File: config.mk
export PLATFORM = sky130hd
export DESIGN_NAME = vram_write_buffer
export DESIGN_NICKNAME = d
export VERILOG_FILES = /design/src/rtl/vram_write_buffer.sv
export SDC_FILE = /design/constraint.sdc
export NUM_CORES = 1
export LEC_CHECK = 0
export CAP_MARGIN = 30
export CELL_PAD_IN_SITES_DETAIL_PLACEMENT = 0
export CELL_PAD_IN_SITES_GLOBAL_PLACEMENT = 1
export CORE_AREA = 2 2 217 379
export CTS_CLUSTER_DIAMETER = 60
export CTS_CLUSTER_SIZE = 20
export DETAILED_ROUTE_END_ITERATION = 7
export DIE_AREA = 0 0 219 381
export PLACE_DENSITY_LB_ADDON = 0.1
export SYNTH_ARGS = -nofsm -noshare
export SYNTH_HDL_FRONTEND = slang
export SYNTH_SLANG_ARGS = --single-unit
File: constraint.sdc
create_clock -name clk -period 4.5 [get_ports clk]
set_input_delay 0.45 -clock clk [delete_from_list [all_inputs] [get_ports clk]]
set_output_delay 0.45 -clock clk [all_outputs]
set_load 0.03 [all_outputs]
File: src/rtl/vram_write_buffer.sv
// Write buffer between the rasterizer's VRAM strobes and a req/ack memory port.
// Define VRAM_WRITE_BUFFER_STATS_EN to add the drop counter and fill high-water mark.
module vram_write_buffer #(
   parameter int DEPTH              = 16,
   parameter int ADDR_WIDTH         = 16,
   parameter int DATA_WIDTH         = 16,
   parameter int ALMOST_FULL_MARGIN = 4
) (
   input  logic                    clk,
   input  logic                    reset_i,
   input  logic                    vram_sel_i,
   input  logic                    vram_wr_i,
   input  logic [3:0]              vram_mask_i,
   input  logic [ADDR_WIDTH-1:0]   vram_addr_i,
   input  logic [DATA_WIDTH-1:0]   vram_data_i,
   output logic                    full_o,
   output logic                    almost_full_o,
   output logic                    idle_o,
   output logic                    overflow_o,
   output logic                    mem_req_o,
   output logic [ADDR_WIDTH-1:0]   mem_addr_o,
   output logic [DATA_WIDTH-1:0]   mem_data_o,
   output logic [3:0]              mem_mask_o,
`ifdef VRAM_WRITE_BUFFER_STATS_EN
   output logic [15:0]             drop_count_o,
   output logic [$clog2(DEPTH):0]  max_fill_o,
`endif
   input  logic                    mem_ack_i
);

   localparam int PTR_W   = $clog2(DEPTH);
   localparam int CNT_W   = PTR_W + 1;
   localparam int ENTRY_W = 4 + ADDR_WIDTH + DATA_WIDTH;

   typedef enum logic {S_IDLE, S_ISSUE} state_t;

   state_t                state_q, state_d;
   logic [ENTRY_W-1:0]    fifo_mem [DEPTH];
   logic [PTR_W-1:0]      wr_ptr, rd_ptr;
   logic [CNT_W-1:0]      count, count_d;
   logic                  push_req, push, pop, drop;

   assign push_req      = vram_sel_i & vram_wr_i;
   assign full_o        = (count == CNT_W'(DEPTH));
   assign almost_full_o = (32'(DEPTH) - 32'(count)) <= 32'(ALMOST_FULL_MARGIN);
   assign push          = push_req & ~full_o;
   assign drop          = push_req & full_o;

   // Drain FSM: state register
   always_ff @(posedge clk or posedge reset_i) begin
      if (reset_i) state_q <= S_IDLE;
      else         state_q <= state_d;
   end

   // Drain FSM: next state
   always_comb begin
      state_d = state_q;
      case (state_q)
         S_IDLE:  if (count != '0) state_d = S_ISSUE;
         S_ISSUE: if (mem_ack_i && count == '0) state_d = S_IDLE;
         default: state_d = S_IDLE;
      endcase
   end

   // Drain FSM: outputs; ack only matters while a request is outstanding
   always_comb begin
      pop       = (count != '0) && ((state_q == S_IDLE) || mem_ack_i);
      mem_req_o = (state_q == S_ISSUE);
      idle_o    = (state_q == S_IDLE) && (count == '0);
   end

   always_comb begin
      count_d = count;
      if (push && !pop)      count_d = count + CNT_W'(1);
      else if (pop && !push) count_d = count - CNT_W'(1);
   end

   always_ff @(posedge clk or posedge reset_i) begin
      if (reset_i) begin
         wr_ptr     <= '0;
         rd_ptr     <= '0;
         count      <= '0;
         overflow_o <= 1'b0;
      end else begin
         if (push) wr_ptr <= wr_ptr + PTR_W'(1);
         if (pop)  rd_ptr <= rd_ptr + PTR_W'(1);
         count <= count_d;
         if (drop) overflow_o <= 1'b1;
      end
   end

   // Storage carries no reset; only pointers and count define validity
   always_ff @(posedge clk) begin
      if (push) fifo_mem[wr_ptr] <= {vram_mask_i, vram_addr_i, vram_data_i};
   end

   always_ff @(posedge clk or posedge reset_i) begin
      if (reset_i) begin
         mem_mask_o <= '0;
         mem_addr_o <= '0;
         mem_data_o <= '0;
      end else if (pop) begin
         {mem_mask_o, mem_addr_o, mem_data_o} <= fifo_mem[rd_ptr];
      end
   end

`ifdef VRAM_WRITE_BUFFER_STATS_EN
   always_ff @(posedge clk or posedge reset_i) begin
      if (reset_i) begin
         drop_count_o <= '0;
         max_fill_o   <= '0;
      end else begin
         if (drop && drop_count_o != 16'hFFFF) drop_count_o <= drop_count_o + 16'd1;
         if (count_d > max_fill_o)             max_fill_o   <= count_d;
      end
   end
`endif

endmodule

==> summary.md, run 1 <==
| Metric | Value |
|---|---|
| CP startpoint | `count[0]` |
| Synth area leader | `edfxtp_1` |
| # DRC | `0` |
| R2R cell count | `6` |
| Leakage | `8.75 nW` |
| P&R area growth vs syn | `15.5%` |
| Clock slew at reported path FFs | `about 0.080 ns` |
| Io pins | `about 80` |
| Rel. slew slack | `roughly 43%` |
| Worst Setup EP | `idle_o` |
| Hold Vio Cnt, Final | `0` |
| Reg-to-reg slack, setup | `approximately 1.3 ns` |
| Total Routed Length | `between 50,000 and 60,000 um` |
| FMAX | `around 310 MHz` |
| Hold Slack | `0.296 ns` |
| Std cell rows | `138` |
| Setup Buffers After CTS | `0` |
| Routed vias/inst | `approximately 4.7` |
| Post-layout net count | `1,213` |
| Port Buffers | `a little over 80` |
| Mean routed wirelength per cell | `26.1 um` |
| Worst hold-check path type | `primary input to asynchronous set/reset pin` |
| P_int | `between 10 and 15 mW` |
| Clock power share | `between 20% and 30%` |
| Syn_nets | `approximately 1,100` |
| Post-synth EDFFs | `576` |
| Critical setup path kind | `register to primary output` |
| Setup Viol. Count Final | `0` |
| RR Endpoint | `fifo_mem[15][23]` |
| Final std cells w/o fill | `2,244` |
| Antenna Violating Nets Remaining | `0` |
| Resized cells post-CTS | `0` |
| HPWL after DPL | `between 30,000 and 40,000 um` |
| Diodes inserted | `0` |
| Max_cap viols | `0` |
| Layout cells sized above 1 | `a little under a quarter` |
| GPL Wtd Cong | `0.703` |
| Commonest cells after routing, fill and taps aside | `edfxtp_1 (576), mux4_2 (144), clkdlybuf4s50_1 (81), mux2i_1 (73), dfrtp_1 (48)` |
| Post-Layout Inst Area | `between 20,000 and 30,000 um^2` |
| Starting Density | `between 20% and 30%` |
| Share of the clock period used by the worst path | `a little over 70%` |
| Outcome | `finished, final reports clean` |
| CORE AREA | `80,500 um^2` |
| Mapped Area | `23,900 um^2` |
| Commonest non-fill, non-tap cell in the layout | `edfxtp_1` |
| Worst IR drop on VDD | `between 300 and 400 uV` |
| Grt total ovfl | `0` |
| TritonCTS Buffers | `42` |
| Largest cells by area after synthesis | `edfxtp_1 (72%), mux4_2 (14%), dfrtp_1 (5.3%)` |
| DP Cell Count | `roughly 2,200` |
| Worst flop-to-flop path startpoint | `count[0]` |
| Setup slack after layout | `about 1.3 ns` |
| Distinct cells, synth | `32` |
| Number of global-route vias before repair | `11,999` |
| Gr usage total | `around 14%` |
| Element type at the critical path end | `primary output` |
| CTS H-tree depth | `2` |
| Max-slew violations | `0` |
| Synth Instances | `approximately 1,100` |
| Met3 global-route usage | `under 10%` |
| WP data required | `around 4 ns` |
| CTS tree | `built` |
| Met2 GRT Util | `a little over a quarter` |
| Actual slew at the worst max-slew pin | `0.857 ns` |
| GRT busiest layer | `met2` |
| Die width | `between 200 and 250 um` |
| Proportion of synthesized flip-flops having asynchronous set or reset | `about 8%` |
| RSZ-0062 raised after global routing | `false` |
| DRT iter0 DRCs | `roughly 700` |
| PwrDens | `584 nW/um^2` |
| Switching Share | `about a third` |
| Largest net degree at the start of global routing | `50` |
| Combinational power share | `29.0%` |
| Register area share after synthesis | `between 70 and 80%` |
| Placed Area | `~26,000 um^2` |
| Net Sw Power | `5.06 mW` |
| Place WS | `approximately 1.1 ns` |
| Synth Register Bits | `around 630` |
| Crit start category | `register` |
| Worst-path fanout max | `4` |
| Dominant synthesized flop cell | `edfxtp_1` |
| Clock buffer depth | `3` |
| CTS Hold Bufs | `0` |
| Final setup TNS | `0 ns` |
| Area of the die | `83,400 um^2` |
| Drt pass-1 iters | `5` |
| Worst Clk Skew | `0.0224 ns` |
| Worst Path Arrival | `around 2.8 ns` |
| Crit path time final | `about 3.2 ns` |
| Global-route wire length before repair | `about 86,000 um` |
| Die Y | `approximately 380 um` |
| Sequential power share | `a little under half` |
| CTS root buf | `clkbuf_16` |
| Global-route met1 utilization | `16.9%` |
| Latest clock arrival within the worst-skew pair | `0.60 ns` |
| Share of the synthesized area in the top cell type | `between 70% and 80%` |
| Syn avg cell area | `roughly 23 um^2` |
| Via count | `10,500` |
| Clock sink count | `627` |
| Syn. warnings | `0` |
| Initial antenna violation count | `1` |
## layer usage
layer	share of wire [%]	vias up	wire (um)
li1	-	4597	-
met1	39	5706	23000
met2	56	142	33100
met3	2.5	55	1470
met4	1.9	0	1130
met5	0	-	0
## layout make-up
class | count | area, um^2
well taps | 1050 | 1310
clock inverters | 16 | 174
fillers | 7571 | 52900
clock buffers | 62 | 1210
flip-flops and latches | 627 | 18600
repair buffers | 119 | 1250
multi-input cells | 364 | 5050
inverters | 6 | 23.8
## power by group through the flow
| stage | sequential (mW) | clock [mW] | combinational (mW) |
|---|---|---|---|
| floorplan | 7.48 | 0 | 3.17 |
| global placement | 7.54 | 0 | 4.84 |
| detailed placement | 7.55 | 0 | 4.86 |
| CTS | 7.42 | 4.24 | 4.88 |
| global route | 7.48 | 4.40 | 5.09 |
| finish | 7.38 | 4.06 | 4.68 |
## worst max-delay path: stages (launching register included)
cell,delay (ns)
dfrtp_1,0.44
nor4_1,0.59
ha_1,0.30
inv_2,0.07
nor2_1,0.09
clkdlybuf4s50_1,0.67
## kinds of logic (layout without fill, tap and decap cells)
group                    after synthesis  after routing  share of synthesized area, %
flip-flops                           627            627                          77.7
multiplexers                         219            219                          16.7
AND/OR/NAND/NOR                       77             77                          1.32
buffers and inverters                 60            203                          1.65
AO/OA/AOI/OAI                         46             46                          1.57
adder cells (fa/ha/maj)               12             12                         0.660
XOR/XNOR                              10             10                         0.366
## sequential cells by signal, indices dropped and copies added, names as in the netlist, 4 cells and up
name        count
mem_mask_o      4
fifo_mem      576
mem_addr_o     16
rd_ptr          4
mem_data_o     16
count           5
wr_ptr          4
## metrics by stage
stage               utilization, %  power (mW)
global route                  34.3        17.0
finish                        34.3        16.1
CTS                           34.3        16.5
global placement              32.6        12.4
floorplan                        -        10.7
detailed placement            32.6        12.4
## worst min path at each step
stage | startpoint | end | slack, ns | depth (start not counted)
after floorplan | rd_ptr[3] | rd_ptr[3] | 0.46 | 1
after global placement | overflow_o | overflow_o | 0.46 | 1
after detailed placement | overflow_o | overflow_o | 0.46 | 1
after CTS | reset_i | count[0] | 0.31 | 2
after global routing | reset_i | count[0] | 0.34 | 2
final | reset_i | count[0] | 0.30 | 2
## cells in the mapped netlist (4+ instances only)
library cell,number
buf_2,12
buf_4,11
buf_6,15
clkbuf_1,16
dfrtp_1,51
edfxtp_1,576
ha_1,11
inv_1,5
mux2i_1,73
mux4_2,144
nand2_1,46
nor2_1,17
nor3_1,4
o221ai_1,35
xnor2_1,8
Note: power is estimated with default switching activity, not from simulation.
==> inputs of run 2 (changes only) <==
- clock period: 4.5 -> 2.6 ns (I/O delays scaled with it)
==> run 2 against run 1 <==
Effect of this change:
- critical path depth rose by 6
- final cell count rose by 1.6%
- total power rose by 76%
- combinational power rose by 90%
- critical path type is now register to register
- largest cell class unchanged
==> summary.md, run 2 (synthesis gave the netlist of run 1 again) <==
| Metric | Value |
|---|---|
| TritonCTS Buffers | `a little over 40` |
| CTS H-tree depth | `2` |
| RSZ-0062 raised after global routing | `true` |
| Element type at the critical path end | `register` |
| Via count | `10,937` |
| Largest delay share family, worst path | `adder cells` |
| Total Routed Length | `around 63,000 um` |
| CP startpoint | `count[0]` |
| Gr usage total | `between 15 and 20%` |
| DP Cell Count | `between 2,000 and 2,500` |
| Crit start category | `register` |
| CP Depth | `11` |
| Clock slew at reported path FFs | `roughly 0.08 ns` |
| Share of the clock period used by the worst path | `between 90% and 100%` |
| Crit path buffers/inverters | `2` |
| Top flop regs | `fifo_mem: 576 flops, mem_addr_o: 16 flops, mem_data_o: 16 flops` |
| Final setup TNS | `0 ns` |
| Rel. slew slack | `55.0%` |
| P&R area growth vs syn | `18.1%` |
| Actual slew at the worst max-slew pin | `just under 0.7 ns` |
| Die Y | `approximately 380 um` |
| Clock sink count | `approximately 630` |
| HPWL after DPL | `approximately 37,000 um` |
| Global-route wire length before repair | `between 90,000 and 100,000 um` |
| Largest net degree at the start of global routing | `between 40 and 50` |
| FMAX | `407 MHz` |
| Worst path cell trace | `nor4_4 -> ha_2 -> inv_2 -> nand2_2 -> ha_2 -> inv_2 -> fa_2 -> a21o_1 -> a21oi_2 -> mux2i_1 -> xnor2_1` |
| WL met3 | `between 1500 and 2000 um` |
| CTS root buf | `clkbuf_16` |
| Number of global-route vias before repair | `roughly 12,000` |
| Met2 wire len | `34,000 um` |
| CORE AREA | `between 80,000 and 90,000 um^2` |
| Setup slack after layout | `approximately 0.15 ns` |
| Area of the die | `83,400 um^2` |
| Highest metal used | `met5` |
| Latest clock arrival within the worst-skew pair | `roughly 0.60 ns` |
| Std cell rows | `138` |
| Worst Setup EP | `count[4]` |
| Crit path time final | `between 2 and 2.5 ns` |
| Layout cells sized above 1 | `between 20% and 30%` |
| Worst flop-to-flop path startpoint | `count[0]` |
| DRT iter0 DRCs | `709` |
| Io pins | `between 80 and 90` |
| Setup Viol. Count Final | `0` |
| Worst-path fanout max | `4` |
| Mean routed wirelength per cell | `27.7 um` |
| Die width | `between 200 and 250 um` |
| Hold Vio Cnt, Final | `0` |
| Crit-path max cell delay | `between 0.4 and 0.5 ns` |
| Commonest cells after routing, fill and taps aside | `edfxtp_1 (576), mux4_2 (144), clkdlybuf4s50_1 (78), mux2i_1 (73), dfrtp_1 (48)` |
| Antenna Violating Nets Remaining | `0` |
| Critical path's slowest cell | `dfrtp_1` |
| Reg-to-reg slack, setup | `0.15 ns` |
| Post-layout net count | `1,251` |
| Final std cells w/o fill | `2,281` |
| Drt pass-1 iters | `6` |
| RR Endpoint | `count[4]` |
| Outcome | `finished, final reports clean` |
| Worst hold-check path type | `primary input to asynchronous set/reset pin` |
| Worst Path Arrival | `between 2 and 3 ns` |
| Max_cap viols | `0` |
| Place WS | `slightly below 0.1 ns` |
| Worst Clk Skew | `around 0.025 ns` |
| GPL Wtd Cong | `between 0.6 and 0.7` |
| M1 WL | `approximately 26,000 um` |
| # DRC | `0` |
| Port Buffers | `81` |
| Leakage | `approximately 9 nW` |
| Commonest non-fill, non-tap cell in the layout | `edfxtp_1` |
| PwrDens | `just over 1000 nW/um^2` |
| Grt total ovfl | `0` |
| Starting Density | `29.7%` |
| Worst IR drop on VDD | `just under 600 uV` |
| Routed vias/inst | `4.79` |
| CTS Hold Bufs | `0` |
| WP data required | `between 3 and 4 ns` |
| Max reg flops | `~580` |
| Critical setup path kind | `register to register` |
| Initial antenna violation count | `3` |
| CTS tree | `built` |
| Clock buffer depth | `3` |
| Reg with most FFs | `fifo_mem` |
| R2R cell count | `11` |
| Max-slew violations | `0` |
==> run 2: routing by layer <==
metal,vias to the layer above,GRT usage (%)
met5,-,0
li1,4695,-
met3,64,1.95
met2,158,28.0
met1,6018,19.3
met4,2,3.94
==> run 2: final cells by class <==
type | count | area [um^2]
sequential | 627 | 18600
timing repair buffer | 158 | 1840
multi-input combinational | 364 | 5110
tap | 1050 | 1310
antenna | 1 | 2.50
fill | 7582 | 52200
clock inverter | 16 | 204
clock buffer | 59 | 1130
inverter | 6 | 23.8
==> run 2: timing repair <==
item	CTS	global route
pin swaps	0	5
gates resized for setup	3	5
setup endpoints to repair	3	2
endpoints found under the hold margin	0	0
setup buffers	0	1
gates cloned	0	0
==> run 2: worst min path at each step <==
stage	start	endpoint	slack, ns	cells after the start
floorplan	vram_data_i[0]	fifo_mem[0][0]	0.36	0
global placement	overflow_o	overflow_o	0.46	1
detailed placement	overflow_o	overflow_o	0.47	1
CTS	reset_i	mem_data_o[12]	0.04	2
global route	reset_i	mem_addr_o[15]	0.07	2
finish	reset_i	mem_addr_o[15]	0.04	2
==> run 2: metrics by stage <==
stage	utilization, %	area (um^2)	hold WS (ns)	total power [mW]
floorplan	-	24100	0.359	18.6
global placement	33.4	26900	0.459	22.0
detailed placement	33.4	26900	0.470	22.1
CTS	35.1	28200	0.0417	29.1
global route	35.1	28200	0.0680	29.9
finish	35.1	28200	0.0374	28.5
==> run 2: report_power, final <==
part	total, mW	switching [mW]	leakage [nW]	internal [mW]
clock	6.97	3.55	0.640	3.42
sequential	12.6	0.710	5.80	11.9
combinational	8.90	4.66	2.56	4.24
total	28.5	8.92	9.01	19.5
==> inputs of run 3 (changes only) <==
- REMOVE_ABC_BUFFERS: default -> 1
==> run 3 against run 2 <==
Effect of this change:
- clock skew down 0.0073 ns
- via count about the same
- combinational power fell by 1%
- non-clock buffer count increased by 5
- die area is the same
- sequential cell count did not move
- global-route usage down 0.35 points
- clock power is 6.0% lower
- total power shrank 1.7%
- register-to-register slack lost 0.02 ns
- first-iteration DRC count decreased by 2.1%
- final cell count about the same
- highest routed layer unchanged
==> summary.md, run 3 (synthesis gave the netlist of run 1 again) <==
| Metric | Value |
|---|---|
| Worst IR drop on VDD | `between 500 and 600 uV` |
| HPWL after DPL | `between 30,000 and 40,000 um` |
| GPL Wtd Cong | `slightly below 0.7` |
| RSZ-0062 raised after global routing | `true` |
| Count of filler cells inserted in the layout | `between 7,000 and 8,000` |
| Diodes inserted | `0` |
| Hold Slack | `~0.08 ns` |
| Final std cells w/o fill | `approximately 2,300` |
| Setup Viol. Count Final | `0` |
| Worst hold-check path type | `primary input to asynchronous set/reset pin` |
| Initial antenna violation count | `3` |
| Area of the die | `~83,000 um^2` |
| R2R cell count | `12` |
| Latest clock arrival within the worst-skew pair | `roughly 0.58 ns` |
| CTS root buf | `clkbuf_16` |
| Rel. slew slack | `between 50% and 60%` |
| Routed vias/inst | `roughly 4.8` |
| Port Buffers | `about 80` |
| CORE AREA | `about 80,000 um^2` |
| DP Cell Count | `2,209` |
| WP data required | `between 3 and 4 ns` |
| Total Routed Length | `61,800 um` |
| Worst-path fanout max | `3` |
| Clock buffer depth | `3` |
| Commonest non-fill, non-tap cell in the layout | `edfxtp_1` |
| Leakage | `~9.0 nW` |
| Largest net degree at the start of global routing | `55` |
| CTS H-tree depth | `2` |
| GRT busiest layer | `met2` |
| Number of global-route vias before repair | `11,943` |
| Layout cells sized above 1 | `approximately 26%` |
| Max reg flops | `576` |
| Std cell rows | `138` |
| Mean routed wirelength per cell | `27.1 um` |
| Io pins | `82` |
| CTS tree | `built` |
| Starting Density | `between 20% and 30%` |
| Element type at the critical path end | `register` |
| Die width | `between 200 and 250 um` |
| TritonCTS Buffers | `41` |
| Worst Path Arrival | `around 3.0 ns` |
| Hold Vio Cnt, Final | `0` |
| Commonest cells after routing, fill and taps aside | `edfxtp_1 (576), mux4_2 (144), clkdlybuf4s50_1 (78), mux2i_1 (73), dfrtp_1 (48)` |
| Share of the clock period used by the worst path | `95.0%` |
| Drt pass-1 iters | `5` |
| Post-layout net count | `1,256` |
| Clock slew at reported path FFs | `~0.080 ns` |
| Antenna Violating Nets Remaining | `0` |
| P&R area growth vs syn | `17.7%` |
| Met2 GRT Util | `between 20% and 30%` |
| Reg with most FFs | `fifo_mem` |
| Via count | `between 10,000 and 15,000` |
| PwrDens | `994 nW/um^2` |
| Max_cap viols | `0` |
| Crit start category | `register` |
| Grt total ovfl | `0` |
| Global-route wire length before repair | `roughly 90,000 um` |
| Outcome | `finished, final reports clean` |
| FMAX | `slightly above 400 MHz` |
| Global-route met1 utilization | `19.0%` |
| DRT iter0 DRCs | `694` |
| Met3 global-route usage | `approximately 2.2%` |
| Gr usage total | `around 15%` |
| Actual slew at the worst max-slew pin | `between 0.6 and 0.7 ns` |
| # DRC | `0` |
| Worst Clk Skew | `~0.018 ns` |
| Die Y | `around 380 um` |
| Clock sink count | `627` |
| Top flop regs | `fifo_mem: 576 flops, mem_addr_o: 16 flops, mem_data_o: 16 flops` |
| Crit path time final | `2.47 ns` |
| Max-slew violations | `0` |
| Critical setup path kind | `register to register` |
run 3: changes by cell type in the layout (fill, tap and decap cells not counted), sizes merged:
cell           before  now
clkinv              5   11
inv                11    9
clkdlybuf4s15       0    1
clkinvlp            3    0
diode               1    0
bufinv              3    0
clkbuf             60   58
buf                77   82
run 3: final cells by class:
cell class	instances	area, um^2	area share (%)
sequential	627	18600	66.1
timing repair buffer	163	1880	6.70
tap	1050	1310	4.67
clock buffer	58	1130	4.02
clock inverter	14	109	0.387
multi-input combinational	364	5080	18.1
inverter	6	23.8	0.0845
run 3: metrics by stage:
step | total power [mW] | setup TNS (ns) | utilization (%) | area, um^2 | setup WS (ns)
2_1_floorplan | 17.6 | -712.78 | - | 23500 | -2.96
3_3_place_gp | 21.9 | -0.128 | 33.4 | 26800 | -0.0794
3_5_place_dp | 21.9 | -0.0527 | 33.4 | 26800 | -0.0527
4_1_cts | 28.6 | 0 | 34.9 | 28100 | 0.0172
5_1_grt | 29.4 | -0.0506 | 35.0 | 28100 | -0.0410
6_report | 28.0 | 0 | 35.0 | 28100 | 0.130
run 3: critical path, cell delays in order, from the launching register on:
cell and delay [ns]:
dfrtp_1 0.42, nor4_4 0.29, buf_4 0.16, ha_2 0.17
inv_2 0.04, nand2_2 0.06, ha_2 0.19, inv_2 0.06
fa_2 0.34, a21o_1 0.18, a21oi_2 0.14, mux2i_1 0.22
xnor2_1 0.13
run 3: what timing repair did:
| action | in CTS | in global routing |
|---|---|---|
| hold endpoints to repair | 0 | 0 |
| gates resized for setup | 8 | 8 |
| hold buffers | 0 | 0 |
| endpoints found under the setup margin | 5 | 40 |
| pin swaps | 1 | 3 |
| buffers inserted | 1 | 0 |
run 3: final timing paths:
| kind | from | to | slack, ns |
|---|---|---|---|
| min in group clk | vram_wr_i | overflow_o | 0.34 |
| max in group asynchronous | reset_i | mem_data_o[10] | 1.82 |
| hold reg to reg | overflow_o | overflow_o | 0.49 |
| hold / removal | reset_i | mem_req_o | 0.08 |
| setup / recovery | count[0] | count[4] | 0.13 |
| setup reg to reg | count[0] | count[4] | 0.13 |
run 3: where the power goes:
part           leakage (nW)  internal (mW)  switching (mW)  total [mW]
Clock                 0.608           3.10            3.45        6.55
Combinational          2.58           4.25            4.54        8.79
Sequential             5.80           11.9           0.754        12.6
run 3: layer usage:
| layer | vias up | share of wire, % |
|---|---|---|
| met5 | - | 0.063 |
| met3 | 64 | 3.3 |
| met4 | 6 | 2.1 |
| met2 | 176 | 53 |
| li1 | 4681 | - |
| met1 | 6012 | 42 |
